$ cat config.mk
export PLATFORM = sky130hd
export DESIGN_NAME = packet_merger
export DESIGN_NICKNAME = d
export VERILOG_FILES = /design/src/rtl/packet_merger.sv
export SDC_FILE = /design/constraint.sdc
export NUM_CORES = 1
export LEC_CHECK = 0
export ABC_AREA = 1
export ABC_CLOCK_PERIOD_IN_PS = 3020
export BUFFER_PORTS_ARGS = -buffer_cell sky130_fd_sc_hd__buf_2
export CELL_PAD_IN_SITES_DETAIL_PLACEMENT = 2
export CELL_PAD_IN_SITES_GLOBAL_PLACEMENT = 2
export CORE_AREA = 2 2 159 161
export DETAILED_ROUTE_END_ITERATION = 10
export DIE_AREA = 0 0 161 163
export PLACE_DENSITY_LB_ADDON = 0.1
export SLEW_MARGIN = 20
export SYNTH_ARGS = -nofsm -noshare
export SYNTH_HDL_FRONTEND = slang
export SYNTH_SLANG_ARGS = --single-unit
$ cat constraint.sdc
create_clock -name clk -period 3.02 [get_ports clk]
set_input_delay 0.453 -clock clk [delete_from_list [all_inputs] [get_ports clk]]
set_output_delay 0.453 -clock clk [all_outputs]
set_load 0.1 [all_outputs]
$ cat src/rtl/packet_merger.sv
// Packs fixed-width input segments LSB-first into wide words and queues them
// in a small FIFO. A word closes on a packet end or when every segment is filled.
module packet_merger #(
  parameter int SEGMENT_SIZE  = 8,
  parameter int SEGMENT_COUNT = 4,
  parameter int FIFO_DEPTH    = 4
) (
  input  logic                                    clk,
  input  logic                                    rst_n,
  output logic                                    in_full,
  input  logic                                    in_shift,
  input  logic [SEGMENT_SIZE-1:0]                 in_data,
  input  logic                                    in_end,
  input  logic                                    out_pop,
  output logic                                    out_nempty,
  output logic [SEGMENT_SIZE*SEGMENT_COUNT-1:0]   out_data,
  output logic                                    out_end,
  output logic [$clog2(SEGMENT_COUNT):0]          out_count
);

  localparam int CNT_W  = $clog2(SEGMENT_COUNT) + 1;
  localparam int WORD_W = SEGMENT_SIZE * SEGMENT_COUNT;
  localparam int PTR_W  = $clog2(FIFO_DEPTH);

  logic [CNT_W-1:0]  r_idx;
  logic [WORD_W-1:0] r_acc;

  logic [WORD_W-1:0] r_mem_data [FIFO_DEPTH];
  logic              r_mem_end  [FIFO_DEPTH];
  logic [CNT_W-1:0]  r_mem_cnt  [FIFO_DEPTH];
  logic [PTR_W-1:0]  r_wr_ptr;
  logic [PTR_W-1:0]  r_rd_ptr;
  logic [PTR_W:0]    r_occ;

  logic              w_full;
  logic              w_nempty;
  logic              w_accept;
  logic              w_pop;
  logic              w_last;
  logic              w_push;
  logic [CNT_W-1:0]  w_cnt;
  logic [WORD_W-1:0] w_word;

  assign w_full   = (r_occ == (PTR_W+1)'(FIFO_DEPTH));
  assign w_nempty = (r_occ != '0);
  assign w_accept = in_shift & ~w_full;
  assign w_pop    = out_pop & w_nempty;
  assign w_last   = in_end | (r_idx == CNT_W'(SEGMENT_COUNT - 1));
  assign w_push   = w_accept & w_last;
  assign w_cnt    = r_idx + CNT_W'(1);

  // Accumulator contents with the incoming segment merged into its slot.
  always_comb begin
    w_word = r_acc;
    for (int k = 0; k < SEGMENT_COUNT; k++) begin
      if (r_idx == CNT_W'(k)) begin
        w_word[k*SEGMENT_SIZE +: SEGMENT_SIZE] = in_data;
      end
    end
  end

  always_ff @(posedge clk or negedge rst_n) begin
    if (!rst_n) begin
      r_idx <= '0;
      r_acc <= '0;
    end else if (w_accept) begin
      if (w_last) begin
        r_idx <= '0;
        r_acc <= '0;
      end else begin
        r_idx <= w_cnt;
        r_acc <= w_word;
      end
    end
  end

  always_ff @(posedge clk) begin
    if (w_push) begin
      r_mem_data[r_wr_ptr] <= w_word;
      r_mem_end[r_wr_ptr]  <= in_end;
      r_mem_cnt[r_wr_ptr]  <= w_cnt;
    end
  end

  // Pointers wrap naturally at the power-of-two depth; r_occ keeps full/empty distinct.
  always_ff @(posedge clk or negedge rst_n) begin
    if (!rst_n) begin
      r_wr_ptr <= '0;
      r_rd_ptr <= '0;
      r_occ    <= '0;
    end else begin
      if (w_push) r_wr_ptr <= r_wr_ptr + PTR_W'(1);
      if (w_pop)  r_rd_ptr <= r_rd_ptr + PTR_W'(1);
      case ({w_push, w_pop})
        2'b10:   r_occ <= r_occ + (PTR_W+1)'(1);
        2'b01:   r_occ <= r_occ - (PTR_W+1)'(1);
        default: r_occ <= r_occ;
      endcase
    end
  end

  // Head fields are forced to zero when empty so reset shows clean outputs.
  assign in_full    = w_full;
  assign out_nempty = w_nempty;
  assign out_data   = w_nempty ? r_mem_data[r_rd_ptr] : '0;
  assign out_end    = w_nempty ? r_mem_end[r_rd_ptr]  : 1'b0;
  assign out_count  = w_nempty ? r_mem_cnt[r_rd_ptr]  : '0;

endmodule

-- Yosys cells after proc, flatten, opt, wreduce, memory -nomap -nowiden
Memory sizes are Yosys's and may differ from the RTL's.
Index checks and enable logic that the tools add are counted.
- divide/modulo/power cells: 0
- bitwise gates (word level): 5
- multiplexer cells: 12
- add/subtract/negate cells: 5
- multiply operators: 0
- reduce and logical (&&, ||, !) cells: 3
- equality and inequality tests: 6
- shifts and indexed selects: 0
- order comparisons: 0
- operator list (kind ; count):
    2-to-1 mux 32 bit ; 2
    2-to-1 mux 8 bit ; 4
    adder 3 x 1 -> 3 bit, second input constant ; 2
    == test 3 x 2 -> 1 bit, second input constant ; 2
    2-to-1 mux 3 bit ; 2
    one-hot mux 3 bit (2 select lines) ; 1
    adder 2 x 1 -> 2 bit, second input constant ; 2
    bitwise AND 1 bit ; 3
    == test 3 x 1 -> 1 bit, second input constant ; 1
    == test 3 bit, second input constant ; 1
    logical NOT 3 bit ; 1
    2-to-1 mux 1 bit ; 3
    nonzero test 3 bit ; 1
    subtractor 3 x 1 -> 3 bit, second input constant ; 1
    == test 2 x 1 -> 1 bit, second input constant ; 1
    == test 2 bit, second input constant ; 1
    nonzero test 2 bit ; 1
    inverter 1 bit ; 1
    bitwise OR 1 bit ; 1
- bits in latches: 0
- memories: 3
- input bits: 13
- output and inout port bits: 38
- RAM bits: 144
- bits in registers: 42
- ROM bits: 0
- memory list (name ; words ; bits a word ; read ports ; clocked after Yosys merged registers in ; wr ports ; line ; RTL):
    r_mem_data ; 4 ; 32 ; 1 ; 0 ; 1 ; 28 ; logic [WORD_W-1:0] r_mem_data [FIFO_DEPTH];
    r_mem_cnt ; 4 ; 3 ; 1 ; 0 ; 1 ; 30 ; logic [CNT_W-1:0] r_mem_cnt [FIFO_DEPTH];
    r_mem_end ; 4 ; 1 ; 1 ; 0 ; 1 ; 29 ; logic r_mem_end [FIFO_DEPTH];

-- Longest topological paths before layout
Gate-level depths: netlist (run 1).
- depth in word-level cells: 6
- depth in mapped cells: 14
- mapped depth without buffers: 12

-- Worst setup path before layout (run 1)
No wires, ideal clock.
- path type: reg-to-reg
- start point: register r_idx[2]
- end point: memory r_mem_cnt[0][0] in the netlist's numbering, enable pin
- data arrival time: 2.854 ns
- cell stages (with the launch flop): 9
- required time: 2.590 ns
- clock period less this slack: 3.284 ns
- buffers on the path: 2
- slack: -0.264 ns
- path through: dfrtp_1 -> inv_2 -> buf_2 -> ha_1 -> nor2_4 -> inv_1 -> nand3_4 -> buf_6 -> nor2_1
- cells in the longest elaborated chain, start to end: 5
- RTL lines (what ; line ; RTL):
    from (decl) ; 25 ; logic [CNT_W-1:0] r_idx;
    from (signal assigned) ; 71 ; r_idx <= w_cnt;
    == test 3 x 2 -> 1 bit ; 48 ; assign w_last = in_end | (r_idx == CNT_W'(SEGMENT_COUNT - 1));
    bitwise OR 1 bit ; 48 ;
    bitwise AND 1 bit ; 49 ; assign w_push = w_accept & w_last;
    2-to-1 mux 1 bit ; 78 ; if (w_push) begin
    2-to-1 mux 1 bit (implied by the code) ; 81 ; r_mem_cnt[r_wr_ptr] <= w_cnt;
    to (decl) ; 30 ;
Every way passes these cells.

-- Final worst setup path (run 1)
- start point: register r_occ[0]
- end point: output port out_count[2]
- cells in the longest elaborated chain, start to end: 2
- RTL lines (what ; line ; RTL):
    from (decl) ; 33 ; logic [PTR_W:0] r_occ;
    from (signal assigned) ; 95 ; 2'b10: r_occ <= r_occ + (PTR_W+1)'(1);
    from (signal assigned) ; 96 ; 2'b01: r_occ <= r_occ - (PTR_W+1)'(1);
    from (signal assigned) ; 97 ; default: r_occ <= r_occ;
    nonzero test 3 bit ; 45 ; assign w_nempty = (r_occ != '0);
    2-to-1 mux 3 bit ; 107 ; assign out_count = w_nempty ? r_mem_cnt[r_rd_ptr] : '0;
    to (decl) ; 18 ; output logic [$clog2(SEGMENT_COUNT):0] out_count
Every way passes these cells.

==> results of run 1 <==
## layout by cell type (no fill, tap or decap)
| master | instances |
|---|---|
| edfxtp_1 | 144 |
| clkinv_1 | 2 |
| nand2_2 | 1 |
| buf_2 | 50 |
| clkbuf_16 | 17 |
| nand3_1 | 61 |
| or2_2 | 1 |
| ha_1 | 10 |
| nand4_1 | 3 |
| nor2_4 | 6 |
| clkinvlp_4 | 3 |
| fa_1 | 1 |
| inv_2 | 3 |
| dfrtp_1 | 41 |
| xnor2_1 | 2 |
| buf_6 | 1 |
| a21oi_1 | 6 |
| xor2_1 | 1 |
| buf_4 | 14 |
| nand2_1 | 321 |
| inv_6 | 3 |
| dfrtp_2 | 1 |
| o21ai_2 | 21 |
| inv_8 | 4 |
| clkinv_4 | 1 |
| bufinv_16 | 1 |
| buf_12 | 2 |
| clkbuf_8 | 1 |
| clkbuf_1 | 1 |
| nand3_4 | 2 |
| nand2_4 | 2 |
| inv_1 | 154 |
| o21ai_0 | 16 |
| a21oi_2 | 30 |
## metal layers
layer	vias to the layer above	part of all wire, %	GRT usage (%)
met5	-	0	0
met4	0	1.1	5.40
met3	15	2.5	2.83
met2	56	54	36.8
met1	3040	43	23.6
li1	2818	-	-
## kinds of logic (layout without fill, tap and decap cells)
kind of cell,after synthesis,after routing
AND/OR/NAND/NOR,397,397
buffers and inverters,194,257
flip-flops,186,186
AO/OA/AOI/OAI,73,73
adder cells (fa/ha/maj),11,11
XOR/XNOR,3,3
## stage by stage
| stage | util, % | setup TNS, ns | hold slack (ns) | setup WS [ns] |
|---|---|---|---|---|
| 2_1_floorplan | - | -37.95 | 0.157 | -0.264 |
| 3_3_place_gp | 37.2 | 0 | 0.453 | 0.676 |
| 3_5_place_dp | 37.2 | 0 | 0.456 | 0.584 |
| 4_1_cts | 39.6 | 0 | 0.0715 | 0.114 |
| 5_1_grt | 39.6 | 0 | 0.0961 | 0.130 |
| 6_report | 39.6 | 0 | 0.0551 | 0.272 |
## how the worst max path moves through the flow
stage,start,to,slack (ns)
4_1_cts,r_rd_ptr[0]$_DFFE_PN0P_,out_count[2],0.11
3_5_place_dp,r_idx[0]$_DFFE_PN0P_,r_occ[2]$_DFFE_PN0P_,0.58
5_1_grt,r_rd_ptr[0]$_DFFE_PN0P_,out_count[2],0.13
6_report,r_occ[0]$_DFFE_PN0P_,out_count[2],0.27
3_3_place_gp,r_idx[0]$_DFFE_PN0P_,r_occ[2]$_DFFE_PN0P_,0.68
2_1_floorplan,r_idx[2]$_DFFE_PN0P_,r_mem_cnt[0][0]$_DFFE_PP_,-0.26
## synthesized netlist by cell type (3+ instances only)
master / n / share of area, %
buf_2: 23 / 1.4
inv_2: 3 / 0.13
nand4_1: 3 / 0.22
dfrtp_1: 42 / 12
a21oi_1: 36 / 2.1
inv_1: 154 / 6.8
buf_6: 8 / 1.1
edfxtp_1: 144 / 51
clkbuf_1: 3 / 0.13
nand2_1: 321 / 14
nor2_1: 4 / 0.18
o21ai_0: 16 / 0.95
nand3_1: 61 / 3.6
o21ai_2: 21 / 2.2
ha_1: 10 / 1.5
## layout make-up
cell class                 instances  area [µm²]  area share [%]
clock buffer                      19         443            4.54
clock inverter                    13         136            1.40
inverter                         158         593            6.07
multi-input combinational        484        2390            24.5
sequential                       186        5380            55.1
tap                              330         413            4.23
timing repair buffer              67         407            4.17
## sequential cells by signal (all words and copies together), names as in the netlist
name	flops
r_occ	3
r_mem_end	4
r_acc	32
r_idx	3
r_mem_data	128
r_rd_ptr	2
r_wr_ptr	2
r_mem_cnt	12
==> out/metrics.yaml, run 1 <==
clocking:
  clk_latency_ns: 0.44
  postCtsSetupRepairBufs: 0
  hold_buffers: 0
  cts_tree: "yes"
  path_clk_slew_ns: 0.07
  post_cts_resized: 0
  cts_htree_levels: 4
  cts_buffer_depth: 2
  cts_root_buffer: "clkbuf_16"
  cts_sinks: 186
  cts_inserted_buffers: 17
synthesis:
  syn_area_per_cell_um2: 9.79
  synth_fp_nets: 888
  synth_top_family_by_area: "simple AND/OR/NAND/NOR gates"
  yosys.area_share.simple_pct: 19.3
  synth_warnings: 0
  synth.yosys.seq_area_share_pct: 63.6
  synth_fa_ha_area_share_pct: 1.72
  synth_compound_area_share_pct: 5.25
  syn_inst: 864
  synthArstFlopShare_pct: 22.6
  ys_types: 26
  synth-edff-count: 144
  ys_ff_latch: 186
  synth.area.mux_share_pct: 0
  synth_area_mm2: 0.00846
  synth-xor-area-share_pct: 0.311
  synth-main-ff-cell: "edfxtp_1"
worst_setup_path:
  critPathBufInv: 3
  crit_slowest_cell: "inv_2"
  path_depth: 6
  cp-start-kind: "flip-flop"
  r2r_cells: 12
  reg2reg_slack_ns: 0.56
  max_stage_delay_ns: 0.45
  critPathMaxFanout: 20
  worst_setup_path_end_kind: "primary output"
  crit_arrival_ns: 2.30
  cp.required_ns: 2.57
  timing.rr.end: "r_occ[2]$_DFFE_PN0P_"
  crit_chain: "nor2_4 > nand2_2 > inv_2 > buf_12 > a21oi_1 > buf_2"
  r2r_start: "r_idx[0]$_DFFE_PN0P_"
  crit_type: "flip-flop to primary output"
  path_delay_family: "buffers and inverters"
final_layout:
  final_cells: 1257
  diodes: 0
  nNetsFinal: 938
  fill_cells: 2677
  final_design_area_no_fill_mm2: 0.00976
  area_delta_synth_final_pct: 15.4
  final_layout_size_suffix_gt1_share_pct: 17.7
grt:
  grt_pass1_vias: 6938
  grt-ovfl-total: 0
  antenna_found_initial: 0
  grt_usage_pct: 19.6
  grt_start_max_net_pins: 54
  grt_pass1_wl_mm: 38.9
routing:
  routed_wl_mm: 24.1
  num_vias: 5929
  drtIter0Drc: 217
  wl_per_cell_um: 19.2
  drcViolationCount: 0
  drtAntennaViolNets: 0
  drtPass1Iterations: 4
  viasPerCell: 4.72
floorplan:
  die_area_mm2: 0.0262
  fp-row-count: 58
  die_h_um: 163
  fp.dieW_um: 161
  ios: 51
  coreArea_mm2: 0.0247
  start_util_pct: 34.3
worst_hold_path:
  hold_class: "input port to async pin"
placed_design:
  dp.cells: 1225
  placed_cell_area_mm2: 0.00918
  dp_hpwl_mm: 16.0
  portBuffers: 50
  gp_congestion: 0.787
timing:
  slew_headroom_pct: 45.5
  setup_violations: 0
  fin_skew_ns: 0.0124
  slew_viol_final: 0
  fin_crit_ns: 2.75
  hold_viol_final: 0
  worst_slew_pin_slew_ns: 0.809
  rsz0062_at_grt: "no"
  post-route-period-util_pct: 91.0
  max_freq_ghz: 0.364
status:
  status: "complete, no violations"
job:
  maxCapViolCount: 0
Power of run 1 is left out: the tool's default activity adds up to more than one toggle a clock period on the data nets, which glitch-free logic cannot reach.
==> run 2, diff against run 1 <==
Settings changed: ABC_AREA 1 to unset, CORE_AREA 2 2 159 161 to 2 2 139 141, DIE_AREA 0 0 161 163 to 0 0 141 143, TNS_END_PERCENT set to 10.
==> out/metrics.yaml, run 2 <==
status:
  status: "complete, no violations"
clocking:
  cts_htree_levels: 4  # unchanged
  path_clk_slew_ns: 0.06  # about the same
  clk_latency_ns: 0.43  # about the same
  cts_sinks: 186  # unchanged
  cts_inserted_buffers: 17  # unchanged
  cts_root_buffer: "clkbuf_16"
  cts_buffer_depth: 2  # unchanged
  cts_tree: "yes"
  post_cts_resized: 0  # unchanged
  hold_buffers: 0  # unchanged
  postCtsSetupRepairBufs: 0  # unchanged
floorplan:
  fp.dieW_um: 141  # -12%
  start_util_pct: 41.3  # +7.0 points
  ios: 51  # unchanged
  fp-row-count: 50  # -14%
  coreArea_mm2: 0.0186  # -25%
  die_area_mm2: 0.0202  # -23%
  die_h_um: 143  # -12%
synthesis:
  syn_inst: 401  # -54%
  synth_fp_nets: 425  # -52%
  synth.most_common_cell: "edfxtp_1"
  synth_warnings: 0  # unchanged
  netlist_top_cells_area: "edfxtp_1, dfrtp_1, mux4_2"
  synth-edff-count: 144  # unchanged
  synth_area_mm2: 0.00767  # -9.3%
  ys_types: 31  # +19%
  yosys.area.top_type: "edfxtp_1"
  ys_ff_latch: 186  # unchanged
  syn_area_per_cell_um2: 19.1  # +95%
  synth_top_area_share_pct: 56.4  # +5.2 points
  synth-main-ff-cell: "edfxtp_1"
  synth.yosys.seq_area_share_pct: 70.0  # +6.5 points
  synth_top_cells_by_count: "edfxtp_1, and2_1, dfrtp_1"
  synthArstFlopShare_pct: 22.6  # unchanged
worst_setup_path:
  r2r_cells: 11  # -1
  crit_slowest_cell: "or3_2"
  startpoint: "r_occ[0]$_DFFE_PN0P_"
  r2r_start: "r_idx[0]$_DFFE_PN0P_"
  worst_setup_path_end_kind: "primary output"
  cp.required_ns: 2.57  # about the same
  crit_arrival_ns: 2.25  # -0.05 ns
  critPathMaxFanout: 21  # +5.0%
  cp-start-kind: "flip-flop"
  crit_type: "flip-flop to primary output"
  timing.rr.end: "r_occ[2]$_DFFE_PN0P_"
  max_stage_delay_ns: 0.67  # +0.22 ns
  crit_chain: "or3_2 > buf_4 > and2_1 > buf_12"
  reg2reg_slack_ns: 0.36  # -0.20 ns
placed_design:
  placed_cell_area_mm2: 0.00866  # -5.6%
  dp_hpwl_mm: 10.0  # -37%
  portBuffers: 50  # unchanged
  gp_congestion: 0.691  # -12%
  dp.cells: 671  # -45%
routing:
  num_vias: 3859  # -35%
  drtAntennaViolNets: 0  # unchanged
  drtPass1Iterations: 4  # unchanged
  drtIter0Drc: 227  # +4.6%
  wl_per_cell_um: 24.3  # +27%
  viasPerCell: 5.49  # +16%
  routed_wl_mm: 17.1  # -29%
  drcViolationCount: 0  # unchanged
final_layout:
  area_delta_synth_final_pct: 20.4
  fill_cells: 1602  # -40%
  max_flop_register: "r_mem_data"
  diodes: 0  # unchanged
  final_design_area_no_fill_mm2: 0.00924  # -5.4%
  mostFrequentLayoutCell: "edfxtp_1"
  largest_reg_flops: 128  # unchanged
  nNetsFinal: 480  # -49%
  final_cells: 703  # -44%
  reg.largest.list: "r_mem_data (128), r_acc (32), r_mem_cnt (12)"
  multi_input_area_mm2: 0.00209  # -13%
  sequential_cell_area_mm2: 0.00538  # unchanged
  final_cell_mix: "edfxtp_1, and2_1, dfrtp_1"
  final_layout_size_suffix_gt1_share_pct: 35.8  # +18 points
timing:
  setup_tns_ns: 0  # unchanged
  hold_slack_ns: 0.0301  # -0.0251 ns
  post-route-period-util_pct: 89.6  # -1.4 points
  setup_violations: 0  # unchanged
  slew_viol_final: 0  # unchanged
  fin_skew_ns: 0.0116  # -0.000775 ns
  hold_viol_final: 0  # unchanged
  slew_headroom_pct: 39.0  # -6.5 points
  fin_crit_ns: 2.71  # -0.0411 ns
  worst_slew_pin_slew_ns: 0.911  # +0.102 ns
  max_freq_ghz: 0.369  # +1.5%
  rsz0062_at_grt: "no"
grt:
  grt_usage_pct: 18.3  # -1.3 points
  grt_pass1_vias: 4430  # -36%
  grt_pass1_wl_mm: 26.7  # -31%
  grt_start_max_net_pins: 43  # -20%
  antenna_found_initial: 0  # unchanged
  grt-ovfl-total: 0  # unchanged
job:
  maxCapViolCount: 0  # unchanged
worst_hold_path:
  hold_class: "input port to async pin"
run 2: cell types whose count changed after synthesis, sizes merged, moves of 35 or more:
cell	before	now
mux2	0	35
mux4	0	36
nand2	324	2
and2	0	49
inv	157	11
o21ai	37	0
nand3	63	1
a21oi	36	0
run 2: how the worst max path moves through the flow:
stage / endpoint / slack (ns) / depth (start not counted)
after floorplan: out_count[0] / 0.23 / 3
after global placement: r_occ[2]$_DFFE_PN0P_ / 0.45 / 11
after detailed placement: r_occ[2]$_DFFE_PN0P_ / 0.38 / 11
after CTS: out_count[0] / 0.27 / 4
after global routing: r_occ[2]$_DFFE_PN0P_ / 0.14 / 11
final: out_count[0] / 0.31 / 4
run 2: critical path: cells and delay by family, from the launching register on:
family                 cells  cell delay (ns)
buffers and inverters      2             0.49
DFF                        1             0.42
and+or+nand+nor            2             0.90
run 2: through the flow:
step / utilization, % / setup slack [ns]
3_5_place_dp: 46.6 / 0.377
4_1_cts: 49.7 / 0.270
5_1_grt: 49.7 / 0.144
6_report: 49.7 / 0.313
2_1_floorplan: - / 0.229
3_3_place_gp: 46.6 / 0.452
run 2: area by class of cell:
cell class,instances,area share [%]
Multi-Input combinational cell,180,22.7
Clock inverter,9,1.07
Timing Repair Buffer,60,9.40
Clock buffer,23,5.07
Inverter,11,0.447
Sequential cell,186,58.2
Tap cell,234,3.17
run 2: per-layer routing:
layer  GRT usage, %  vias to the layer above  part of all wire [%]
li1               -                     1684                     -
met1           24.4                     2111                    44
met2           31.1                       54                    52
met3           3.72                       10                   3.1
met4           4.63                        0                  0.80
met5              0                        -                     0
run 2: kinds of logic after synthesis:
kind of cell    after synthesis  share of synthesized area (%)
compound gates               27                           3.49
xor+xnor                      6                          0.685
fa+ha+maj                    11                           1.89
buf+inv                      35                           2.80
flops                       186                           70.0
mux                          73                           16.0
simple gates                 63                           5.07
Power of run 2 is left out for the same reason.
